==> config.mk <==
export PLATFORM = sky130hd
export DESIGN_NAME = cgra_bram_if_nport_flat
export DESIGN_NICKNAME = d
export VERILOG_FILES = /design/src/rtl/cgra_bram_if_nport_if.sv /design/src/rtl/cgra_bram_if_nport.sv /design/src/flat_wrapper.sv
export SDC_FILE = /design/constraint.sdc
export NUM_CORES = 1
export LEC_CHECK = 0
export CAP_MARGIN = 10
export CORE_AREA = 2 2 182 184
export DETAILED_ROUTE_END_ITERATION = 10
export DIE_AREA = 0 0 184 186
export PLACE_DENSITY = 0.62
export SETUP_SLACK_MARGIN = 0.4
export SLEW_MARGIN = 0
export SYNTH_ARGS = -nofsm -noshare
export SYNTH_HDL_FRONTEND = slang
export SYNTH_SLANG_ARGS = --single-unit
export TNS_END_PERCENT = 5
==> constraint.sdc <==
create_clock -name Clk -period 2.3 [get_ports Clk]
set_input_delay 0.46 -clock Clk [delete_from_list [all_inputs] [get_ports Clk]]
set_output_delay 0.46 -clock Clk [all_outputs]
set_load 0.01 [all_outputs]
==> src/rtl/cgra_bram_if_nport_if.sv <==
// Bus bundle between the CGRA load/store channels, the external BRAM ports and
// the software start/done handshake. The design side uses master, the environment uses slave.
interface cgra_bram_if_nport_if #(
  parameter int DWIDTH    = 32,
  parameter int AWIDTH    = 32,
  parameter int BYTE_LEN  = 4,
  parameter int NUM_PORTS = 2,
  parameter int CWIDTH    = 32
);
  // BRAM side
  logic [NUM_PORTS-1:0]                 Port_Clk;
  logic [NUM_PORTS-1:0]                 Port_Rst;
  logic [NUM_PORTS-1:0]                 Port_En;
  logic [NUM_PORTS-1:0][BYTE_LEN-1:0]   Port_Wen;
  logic [NUM_PORTS-1:0][AWIDTH-1:0]     Port_Addr;
  logic [NUM_PORTS-1:0][DWIDTH-1:0]     Port_Data_To_Bram;
  logic [NUM_PORTS-1:0][DWIDTH-1:0]     Port_Data_From_Bram;

  // array side
  logic [NUM_PORTS-1:0]                 Cgra_Req;
  logic [NUM_PORTS-1:0][BYTE_LEN-1:0]   Cgra_Wen;
  logic [NUM_PORTS-1:0][AWIDTH-1:0]     Cgra_Addr;
  logic [NUM_PORTS-1:0][DWIDTH-1:0]     Cgra_Store;
  logic [NUM_PORTS-1:0][DWIDTH-1:0]     Cgra_Load;
  logic [NUM_PORTS-1:0]                 Cgra_Load_Valid;
  logic                                 PE_Array_Busy;
  logic                                 Array_Start;

  // software handshake
  logic                                 Computation_Start;
  logic                                 Computation_Done;
  logic                                 Timeout_Flag;
  logic [CWIDTH-1:0]                    Run_Cycles;

  modport master (
    output Port_Clk, Port_Rst, Port_En, Port_Wen, Port_Addr, Port_Data_To_Bram,
    input  Port_Data_From_Bram,
    input  Cgra_Req, Cgra_Wen, Cgra_Addr, Cgra_Store, PE_Array_Busy,
    output Cgra_Load, Cgra_Load_Valid, Array_Start,
    input  Computation_Start,
    output Computation_Done, Timeout_Flag, Run_Cycles
  );

  modport slave (
    input  Port_Clk, Port_Rst, Port_En, Port_Wen, Port_Addr, Port_Data_To_Bram,
    output Port_Data_From_Bram,
    output Cgra_Req, Cgra_Wen, Cgra_Addr, Cgra_Store, PE_Array_Busy,
    input  Cgra_Load, Cgra_Load_Valid, Array_Start,
    output Computation_Start,
    input  Computation_Done, Timeout_Flag, Run_Cycles
  );
endinterface

==> src/rtl/cgra_bram_if_nport.sv <==
// N-port CGRA <-> BRAM bridge: per-port registered request/load pipelines plus the
// start/done run controller with watchdog and run-cycle counter.

module cgra_bram_if_nport_lane #(
  parameter int DWIDTH   = 32,
  parameter int AWIDTH   = 32,
  parameter int BYTE_LEN = 4
) (
  input  logic                clk,
  input  logic                rst_n,
  input  logic                accept,
  input  logic                req,
  input  logic [BYTE_LEN-1:0] wen,
  input  logic [AWIDTH-1:0]   addr,
  input  logic [DWIDTH-1:0]   store,
  input  logic [DWIDTH-1:0]   rd_data,
  output logic                en,
  output logic [BYTE_LEN-1:0] wen_q,
  output logic [AWIDTH-1:0]   addr_q,
  output logic [DWIDTH-1:0]   data_q,
  output logic [DWIDTH-1:0]   load,
  output logic                load_valid
);
  localparam int SHIFT  = $clog2(BYTE_LEN);
  // stage 0: request register, 1: BRAM read, 2: load output register
  localparam int STAGES = 2;

  logic              take;
  logic              rd_issue;
  logic [STAGES:0]   vld_pipe;

  assign take     = accept & req;
  assign rd_issue = take & ~(|wen);

  always_ff @(posedge clk or negedge rst_n) begin
    if (!rst_n) begin
      en       <= 1'b0;
      wen_q    <= '0;
      addr_q   <= '0;
      data_q   <= '0;
      load     <= '0;
      vld_pipe <= '0;
    end else begin
      vld_pipe <= {vld_pipe[STAGES-1:0], rd_issue};
      if (take) begin
        en     <= 1'b1;
        wen_q  <= wen;
        addr_q <= addr << SHIFT;
        data_q <= store;
      end else begin
        en    <= 1'b0;
        wen_q <= '0;
      end
      if (vld_pipe[STAGES-1]) load <= rd_data;
    end
  end

  assign load_valid = vld_pipe[STAGES];
endmodule

module cgra_bram_if_nport #(
  parameter int DWIDTH    = 32,
  parameter int AWIDTH    = 32,
  parameter int BYTE_LEN  = 4,
  parameter int NUM_PORTS = 2,
  parameter int TIMEOUT   = 0,
  parameter int CWIDTH    = 32
) (
  input  logic                  Clk,
  input  logic                  Resetn,
  cgra_bram_if_nport_if.master  bus
);
  typedef enum logic [2:0] {IDLE, ARM, RUN, DRAIN, DONE} state_t;

  localparam logic [CWIDTH-1:0] TO_LAST = (TIMEOUT == 0) ? '0 : CWIDTH'(TIMEOUT - 1);

  state_t              state;
  logic [CWIDTH-1:0]   cnt;
  logic                seen_busy;
  logic                drain_last;
  logic                array_start;
  logic                comp_done;
  logic                timeout_flag;
  logic [CWIDTH-1:0]   run_cycles;

  logic                accept;
  logic                busy_fall;
  logic                wd_hit;

  assign accept    = (state == RUN) || (state == DRAIN);
  assign busy_fall = seen_busy & ~bus.PE_Array_Busy;
  // a Busy-fall in the same cycle as the watchdog limit counts as a normal finish
  assign wd_hit    = (TIMEOUT != 0) && (cnt == TO_LAST) && !busy_fall;

  always_ff @(posedge Clk or negedge Resetn) begin
    if (!Resetn) begin
      state        <= IDLE;
      cnt          <= '0;
      seen_busy    <= 1'b0;
      drain_last   <= 1'b0;
      array_start  <= 1'b0;
      comp_done    <= 1'b0;
      timeout_flag <= 1'b0;
      run_cycles   <= '0;
    end else begin
      array_start <= 1'b0;
      case (state)
        IDLE: if (bus.Computation_Start) begin
          state        <= ARM;
          array_start  <= 1'b1;
          timeout_flag <= 1'b0;
          cnt          <= '0;
          seen_busy    <= 1'b0;
        end
        ARM: state <= RUN;
        RUN: begin
          if (cnt != '1) cnt <= cnt + 1'b1;
          if (bus.PE_Array_Busy) seen_busy <= 1'b1;
          if (busy_fall || wd_hit) begin
            state        <= DRAIN;
            run_cycles   <= cnt;
            timeout_flag <= wd_hit;
            drain_last   <= 1'b0;
          end
        end
        // two cycles so requests issued on the last RUN cycle still reach the BRAM
        DRAIN: begin
          if (drain_last) begin
            state     <= DONE;
            comp_done <= 1'b1;
          end else begin
            drain_last <= 1'b1;
          end
        end
        DONE: if (!bus.Computation_Start) begin
          state     <= IDLE;
          comp_done <= 1'b0;
        end
        default: state <= IDLE;
      endcase
    end
  end

  logic [NUM_PORTS-1:0]               en;
  logic [NUM_PORTS-1:0][BYTE_LEN-1:0] wen_q;
  logic [NUM_PORTS-1:0][AWIDTH-1:0]   addr_q;
  logic [NUM_PORTS-1:0][DWIDTH-1:0]   data_q;
  logic [NUM_PORTS-1:0][DWIDTH-1:0]   load;
  logic [NUM_PORTS-1:0]               load_valid;

  for (genvar p = 0; p < NUM_PORTS; p++) begin : g_lane
    cgra_bram_if_nport_lane #(
      .DWIDTH   (DWIDTH),
      .AWIDTH   (AWIDTH),
      .BYTE_LEN (BYTE_LEN)
    ) u_lane (
      .clk        (Clk),
      .rst_n      (Resetn),
      .accept     (accept),
      .req        (bus.Cgra_Req[p]),
      .wen        (bus.Cgra_Wen[p]),
      .addr       (bus.Cgra_Addr[p]),
      .store      (bus.Cgra_Store[p]),
      .rd_data    (bus.Port_Data_From_Bram[p]),
      .en         (en[p]),
      .wen_q      (wen_q[p]),
      .addr_q     (addr_q[p]),
      .data_q     (data_q[p]),
      .load       (load[p]),
      .load_valid (load_valid[p])
    );
  end

  assign bus.Port_Clk          = {NUM_PORTS{Clk}};
  assign bus.Port_Rst          = {NUM_PORTS{~Resetn}};
  assign bus.Port_En           = en;
  assign bus.Port_Wen          = wen_q;
  assign bus.Port_Addr         = addr_q;
  assign bus.Port_Data_To_Bram = data_q;
  assign bus.Cgra_Load         = load;
  assign bus.Cgra_Load_Valid   = load_valid;
  assign bus.Array_Start       = array_start;
  assign bus.Computation_Done  = comp_done;
  assign bus.Timeout_Flag      = timeout_flag;
  assign bus.Run_Cycles        = run_cycles;
endmodule

==> src/flat_wrapper.sv <==
// flat-port wrapper written by rule: the top's interface ports become plain ports
module cgra_bram_if_nport_flat 
#(
  parameter int DWIDTH    = 32,
  parameter int AWIDTH    = 32,
  parameter int BYTE_LEN  = 4,
  parameter int NUM_PORTS = 2,
  parameter int TIMEOUT   = 0,
  parameter int CWIDTH    = 32
)
  (Clk, Resetn, bus_Port_Clk, bus_Port_Rst, bus_Port_En, bus_Port_Wen, bus_Port_Addr, bus_Port_Data_To_Bram, bus_Port_Data_From_Bram, bus_Cgra_Req, bus_Cgra_Wen, bus_Cgra_Addr, bus_Cgra_Store, bus_PE_Array_Busy, bus_Cgra_Load, bus_Cgra_Load_Valid, bus_Array_Start, bus_Computation_Start, bus_Computation_Done, bus_Timeout_Flag, bus_Run_Cycles);
  cgra_bram_if_nport_if #(.DWIDTH(DWIDTH), .AWIDTH(AWIDTH), .BYTE_LEN(BYTE_LEN), .NUM_PORTS(NUM_PORTS), .CWIDTH(CWIDTH)) bus_i ();
  input  logic Clk;
  input  logic Resetn;
  output wire logic [$bits(bus_i.Port_Clk)-1:0] bus_Port_Clk;
  output wire logic [$bits(bus_i.Port_Rst)-1:0] bus_Port_Rst;
  output wire logic [$bits(bus_i.Port_En)-1:0] bus_Port_En;
  output wire logic [$bits(bus_i.Port_Wen)-1:0] bus_Port_Wen;
  output wire logic [$bits(bus_i.Port_Addr)-1:0] bus_Port_Addr;
  output wire logic [$bits(bus_i.Port_Data_To_Bram)-1:0] bus_Port_Data_To_Bram;
  input wire logic [$bits(bus_i.Port_Data_From_Bram)-1:0] bus_Port_Data_From_Bram;
  input wire logic [$bits(bus_i.Cgra_Req)-1:0] bus_Cgra_Req;
  input wire logic [$bits(bus_i.Cgra_Wen)-1:0] bus_Cgra_Wen;
  input wire logic [$bits(bus_i.Cgra_Addr)-1:0] bus_Cgra_Addr;
  input wire logic [$bits(bus_i.Cgra_Store)-1:0] bus_Cgra_Store;
  input wire logic [$bits(bus_i.PE_Array_Busy)-1:0] bus_PE_Array_Busy;
  output wire logic [$bits(bus_i.Cgra_Load)-1:0] bus_Cgra_Load;
  output wire logic [$bits(bus_i.Cgra_Load_Valid)-1:0] bus_Cgra_Load_Valid;
  output wire logic [$bits(bus_i.Array_Start)-1:0] bus_Array_Start;
  input wire logic [$bits(bus_i.Computation_Start)-1:0] bus_Computation_Start;
  output wire logic [$bits(bus_i.Computation_Done)-1:0] bus_Computation_Done;
  output wire logic [$bits(bus_i.Timeout_Flag)-1:0] bus_Timeout_Flag;
  output wire logic [$bits(bus_i.Run_Cycles)-1:0] bus_Run_Cycles;
  assign bus_Port_Clk = bus_i.Port_Clk;
  assign bus_Port_Rst = bus_i.Port_Rst;
  assign bus_Port_En = bus_i.Port_En;
  assign bus_Port_Wen = bus_i.Port_Wen;
  assign bus_Port_Addr = bus_i.Port_Addr;
  assign bus_Port_Data_To_Bram = bus_i.Port_Data_To_Bram;
  assign bus_i.Port_Data_From_Bram = bus_Port_Data_From_Bram;
  assign bus_i.Cgra_Req = bus_Cgra_Req;
  assign bus_i.Cgra_Wen = bus_Cgra_Wen;
  assign bus_i.Cgra_Addr = bus_Cgra_Addr;
  assign bus_i.Cgra_Store = bus_Cgra_Store;
  assign bus_i.PE_Array_Busy = bus_PE_Array_Busy;
  assign bus_Cgra_Load = bus_i.Cgra_Load;
  assign bus_Cgra_Load_Valid = bus_i.Cgra_Load_Valid;
  assign bus_Array_Start = bus_i.Array_Start;
  assign bus_i.Computation_Start = bus_Computation_Start;
  assign bus_Computation_Done = bus_i.Computation_Done;
  assign bus_Timeout_Flag = bus_i.Timeout_Flag;
  assign bus_Run_Cycles = bus_i.Run_Cycles;
  cgra_bram_if_nport #(.DWIDTH(DWIDTH), .AWIDTH(AWIDTH), .BYTE_LEN(BYTE_LEN), .NUM_PORTS(NUM_PORTS), .TIMEOUT(TIMEOUT), .CWIDTH(CWIDTH)) u_core (.Clk(Clk), .Resetn(Resetn), .bus(bus_i));
endmodule
==> metrics.txt <==
# TYPE chip_impl_metric gauge
chip_impl_metric{name="critPathRequiredTime",unit="ns"} 1.84
chip_impl_info{name="tritoncts",value="done"} 1
chip_impl_info{name="crit_path_top_delay_cell",value="sky130_fd_sc_hd__buf_4"} 1
chip_impl_metric{name="synth_xor_area_share",unit="%"} 0.0787
chip_impl_metric{name="place_hpwl",unit="um"} 25400
chip_impl_info{name="synth_area_leader_cell",value="sky130_fd_sc_hd__dfrtp_1"} 1
chip_impl_metric{name="globalRouteTotalUtil",unit="%"} 19.3
chip_impl_info{name="reg2reg_from",value="u_core.cnt[1]$_DFFE_PN0P_"} 1
chip_impl_metric{name="die_area",unit="um^2"} 34200
chip_impl_metric{name="power.density_cell_area",unit="nW/um^2"} 1300
chip_impl_metric{name="setup_tns",unit="ns"} 0
chip_impl_metric{name="gp_routability_congestion",unit=""} 0.857
chip_impl_metric{name="clk_pin_slew",unit="ns"} 0.06
chip_impl_metric{name="post_drt_via_cell_ratio",unit=""} 4.92
chip_impl_metric{name="synthCells",unit=""} 792
chip_impl_metric{name="finalClockSkew",unit="ns"} 0.0143
chip_impl_metric{name="final_layout_size_suffix_gt1_share",unit="%"} 28.8
chip_impl_metric{name="drt_iter0_drc",unit=""} 365
chip_impl_metric{name="clk-insertion-delay-late",unit="ns"} 0.66
chip_impl_metric{name="timing_worst_slew_pin_value",unit="ns"} 1.01
chip_impl_metric{name="wl_per_cell",unit="um"} 20.4
chip_impl_metric{name="drv_cap",unit=""} 0
chip_impl_metric{name="grt.overflow.total",unit=""} 0
chip_impl_metric{name="initial_core_util",unit="%"} 34.6
chip_impl_info{name="critical_path.endpoint",value="bus_Port_Clk[1]"} 1
chip_impl_info{name="violations",value="hold timing"} 1
chip_impl_info{name="start_kind",value="clock port"} 1
chip_impl_metric{name="synthArstFlopShare",unit="%"} 100
chip_impl_metric{name="avgSynthCellArea",unit="um^2"} 14.1
chip_impl_metric{name="nFillCells",unit=""} 2734
chip_impl_metric{name="slew_headroom",unit="%"} 32.7
chip_impl_info{name="rsz0062_at_grt",value="true"} 1
chip_impl_metric{name="num-nets-final",unit=""} 1484
chip_impl_metric{name="regToRegSetupSlack",unit="ns"} 0.25
chip_impl_info{name="synth_top_cells_by_area",value="sky130_fd_sc_hd__dfrtp_1, sky130_fd_sc_hd__mux2_2, sky130_fd_sc_hd__buf_4"} 1
chip_impl_metric{name="synth_top_area_share",unit="%"} 61.8
chip_impl_info{name="netlist_top_cells_count",value="sky130_fd_sc_hd__dfrtp_1, sky130_fd_sc_hd__mux2_2, sky130_fd_sc_hd__nand2_1, sky130_fd_sc_hd__buf_2, sky130_fd_sc_hd__o21ai_0"} 1
chip_impl_info{name="r2r_end",value="u_core.cnt[28]$_DFFE_PN0P_"} 1
chip_impl_info{name="end_kind",value="output pin"} 1
chip_impl_metric{name="synth_simple_gate_area_share",unit="%"} 7.98
chip_impl_metric{name="drt-pass1-iter-count",unit=""} 4
chip_impl_metric{name="vias",unit=""} 8374
chip_impl_info{name="yosysMostFrequentCell",value="sky130_fd_sc_hd__dfrtp_1"} 1
chip_impl_metric{name="grt_pass1_wl",unit="um"} 49500
chip_impl_info{name="synth_top_family_by_area",value="multiplexers"} 1
chip_impl_info{name="path_cells",value="clkbuf_16 > buf_4 > clkbuf_16 > buf_6"} 1
chip_impl_metric{name="grt_antenna_before_repair",unit=""} 10
chip_impl_metric{name="fin_total_pwr",unit="mW"} 22.7
chip_impl_info{name="min_delay_path_class",value="input pin to async pin"} 1
chip_impl_metric{name="netlist-cell-type-count",unit=""} 62
chip_impl_metric{name="synthesis.area",unit="um^2"} 11100
chip_impl_metric{name="rows",unit=""} 66
chip_impl_metric{name="design.portCount",unit=""} 449
chip_impl_metric{name="slew_violations",unit=""} 0
chip_impl_metric{name="grt_max_degree",unit=""} 131
chip_impl_metric{name="synth_compound_gate_area_share",unit="%"} 4.51
chip_impl_metric{name="critPathArrivalTime",unit="ns"} 1.65
chip_impl_metric{name="ir_drop",unit="mV"} 0.598
chip_impl_metric{name="fp.dieW",unit="um"} 184
chip_impl_info{name="critical_path.startpoint",value="Clk"} 1
chip_impl_metric{name="report.final.setup_viol",unit=""} 0
chip_impl_metric{name="post_synth_fa_ha_maj_area_fraction",unit="%"} 0.112
chip_impl_metric{name="timing.final.hold_violations",unit=""} 21
chip_impl_metric{name="p_leak",unit="nW"} 7.54
chip_impl_info{name="postSynth.topFlopCell",value="sky130_fd_sc_hd__dfrtp_1"} 1
chip_impl_metric{name="final_worst_hold_slack",unit="ns"} -0.0196
chip_impl_metric{name="syn_to_final_growth",unit="%"} 57.2
chip_impl_metric{name="grt_pass1_vias",unit=""} 8091
chip_impl_metric{name="synth_mux_area_share",unit="%"} 22.2
chip_impl_metric{name="wl",unit="um"} 34800
chip_impl_info{name="critical_path_class",value="clock port to output pin"} 1
chip_impl_metric{name="cp_max_fo",unit=""} 2
chip_impl_info{name="timing.critical_path.mode_cell",value="sky130_fd_sc_hd__clkbuf_16"} 1
chip_impl_metric{name="core_area",unit="um^2"} 32200
chip_impl_metric{name="number_of_enable_flip_flop_cells_after_synthesis",unit=""} 0
chip_impl_metric{name="final_antenna_net_count",unit=""} 0
chip_impl_info{name="outcome",value="complete, but fails checks"} 1
chip_impl_metric{name="io_buffers",unit=""} 439
chip_impl_metric{name="synth.yosys.seq_area_share",unit="%"} 61.8
chip_impl_metric{name="worst-r2r-cell-count",unit=""} 8
chip_impl_metric{name="floorplan.die.height",unit="um"} 186
chip_impl_metric{name="ys_warn_count",unit=""} 0
chip_impl_metric{name="drc",unit=""} 0
chip_impl_metric{name="yosys_register_bits",unit=""} 275
chip_impl_metric{name="cpPeakStageDelay",unit="ns"} 0.14
worst max-delay path: cells and delay by family:
family / cells / cell delay (ns)
buffers and inverters: 4 / 0.50
placed cells by master (no fill, tap or decap), types with 5 or more instances in the layout:
| master | count |
|---|---|
| sky130_fd_sc_hd__dfrtp_1 | 263 |
| sky130_fd_sc_hd__mux2_2 | 215 |
| sky130_fd_sc_hd__nand3_1 | 17 |
| sky130_fd_sc_hd__and4_1 | 6 |
| sky130_fd_sc_hd__conb_1 | 5 |
| sky130_fd_sc_hd__buf_4 | 53 |
| sky130_fd_sc_hd__clkdlybuf4s50_1 | 421 |
| sky130_fd_sc_hd__a31oi_4 | 5 |
| sky130_fd_sc_hd__clkbuf_16 | 35 |
| sky130_fd_sc_hd__nand2_1 | 31 |
| sky130_fd_sc_hd__mux2i_1 | 5 |
| sky130_fd_sc_hd__dfrtp_2 | 12 |
| sky130_fd_sc_hd__and3_1 | 14 |
| sky130_fd_sc_hd__dlygate4sd2_1 | 13 |
| sky130_fd_sc_hd__buf_6 | 6 |
| sky130_fd_sc_hd__inv_1 | 8 |
| sky130_fd_sc_hd__a31oi_1 | 12 |
| sky130_fd_sc_hd__nand4_1 | 18 |
| sky130_fd_sc_hd__a21oi_1 | 10 |
| sky130_fd_sc_hd__buf_12 | 5 |
| sky130_fd_sc_hd__clkbuf_1 | 8 |
| sky130_fd_sc_hd__o21ai_0 | 17 |
| sky130_fd_sc_hd__nor3_1 | 6 |
| sky130_fd_sc_hd__nor2_1 | 18 |
| sky130_fd_sc_hd__clkbuf_8 | 5 |
sequential cells by signal, indices dropped and copies added, names as in the netlist, 2 cells and up:
signal	flops
u_core.g_lane.u_lane.data_q	64
u_core.g_lane.u_lane.load	64
u_core.g_lane.u_lane.addr_q	60
u_core.bus.Run_Cycles	32
u_core.cnt	32
u_core.g_lane.u_lane.wen_q	8
u_core.g_lane.u_lane.vld_pipe	6
u_core.state	3
u_core.g_lane.u_lane.en	2
kinds of logic (layout without fill, tap and decap cells):
| kind of cell | Yosys count | in the layout |
|---|---|---|
| AOI/OAI and AO/OA | 75 | 75 |
| xor gates and xnor gates | 1 | 1 |
| adders and majority gates | 1 | 1 |
| buffers and inverters | 67 | 560 |
| DFF | 275 | 275 |
| muxes | 220 | 220 |
| other | 1 | 9 |
| and+or+nand+nor | 152 | 153 |
how the worst min path moves through the flow:
stage	startpoint	slack [ns]	endpoint
detailed placement	Resetn	0.29	u_core.g_lane[0].u_lane.wen_q[0]$_DFF_PN0_
CTS	Resetn	0.006	u_core.g_lane[0].u_lane.load[12]$_DFFE_PN0P_
floorplan	Resetn	0.16	u_core.bus.Array_Start$_DFF_PN0_
finish	Resetn	-0.02	u_core.g_lane[0].u_lane.load[12]$_DFFE_PN0P_
global placement	Resetn	0.29	u_core.g_lane[0].u_lane.wen_q[3]$_DFF_PN0_
global route	Resetn	0.03	u_core.g_lane[0].u_lane.load[12]$_DFFE_PN0P_
layout make-up:
type / instances / area [um^2] / area share (%)
clock inverter: 1 / 30.0 / 0.172
tap: 408 / 510 / 2.92
sequential: 275 / 6900 / 39.4
clock buffer: 51 / 1000 / 5.74
inverter: 8 / 30.0 / 0.172
antenna: 4 / 10.0 / 0.0572
multi-input combinational: 455 / 4090 / 23.4
timing repair buffer: 500 / 4920 / 28.1
layer usage:
layer / vias to the layer above / share of wire (%) / GRT usage (%)
met3: 75 / 8.1 / 6.50
met1: 4171 / 37 / 21.7
met4: 8 / 2.9 / 6.88
met2: 297 / 51 / 34.2
met5: - / 0.16 / 0
li1: 3823 / - / -
what timing repair did:
item,CTS,global route
cloned,0,1
pin swaps,0,23
setup endpoints to repair,324,394
hold buffers,2,0
gates resized for setup,21,46
hold endpoints to repair,11,0
buffers inserted,1,17
stage by stage:
| step | instances | utilization (%) | area (um^2) | hold WS, ns | setup slack, ns |
|---|---|---|---|---|---|
| after floorplan | 796 | - | 11100 | 0.164 | 0.335 |
| after global placement | 1628 | 50.1 | 16100 | 0.289 | 0.185 |
| after detailed placement | 1628 | 50.1 | 16100 | 0.290 | 0.151 |
| after CTS | 1680 | 53.2 | 17100 | 0.00557 | 0.167 |
| after global routing | 1701 | 54.3 | 17500 | 0.0350 | 0.163 |
| final | 1702 | 54.3 | 17500 | -0.0196 | 0.192 |
power by group:
part	switching [mW]	internal (mW)	leakage, nW
clock network	1.95	3.07	0.508
registers	1.05	6.83	3.44
logic	4.15	5.67	3.59
total	7.14	15.6	7.54
(Power assumes the default switching activity.)
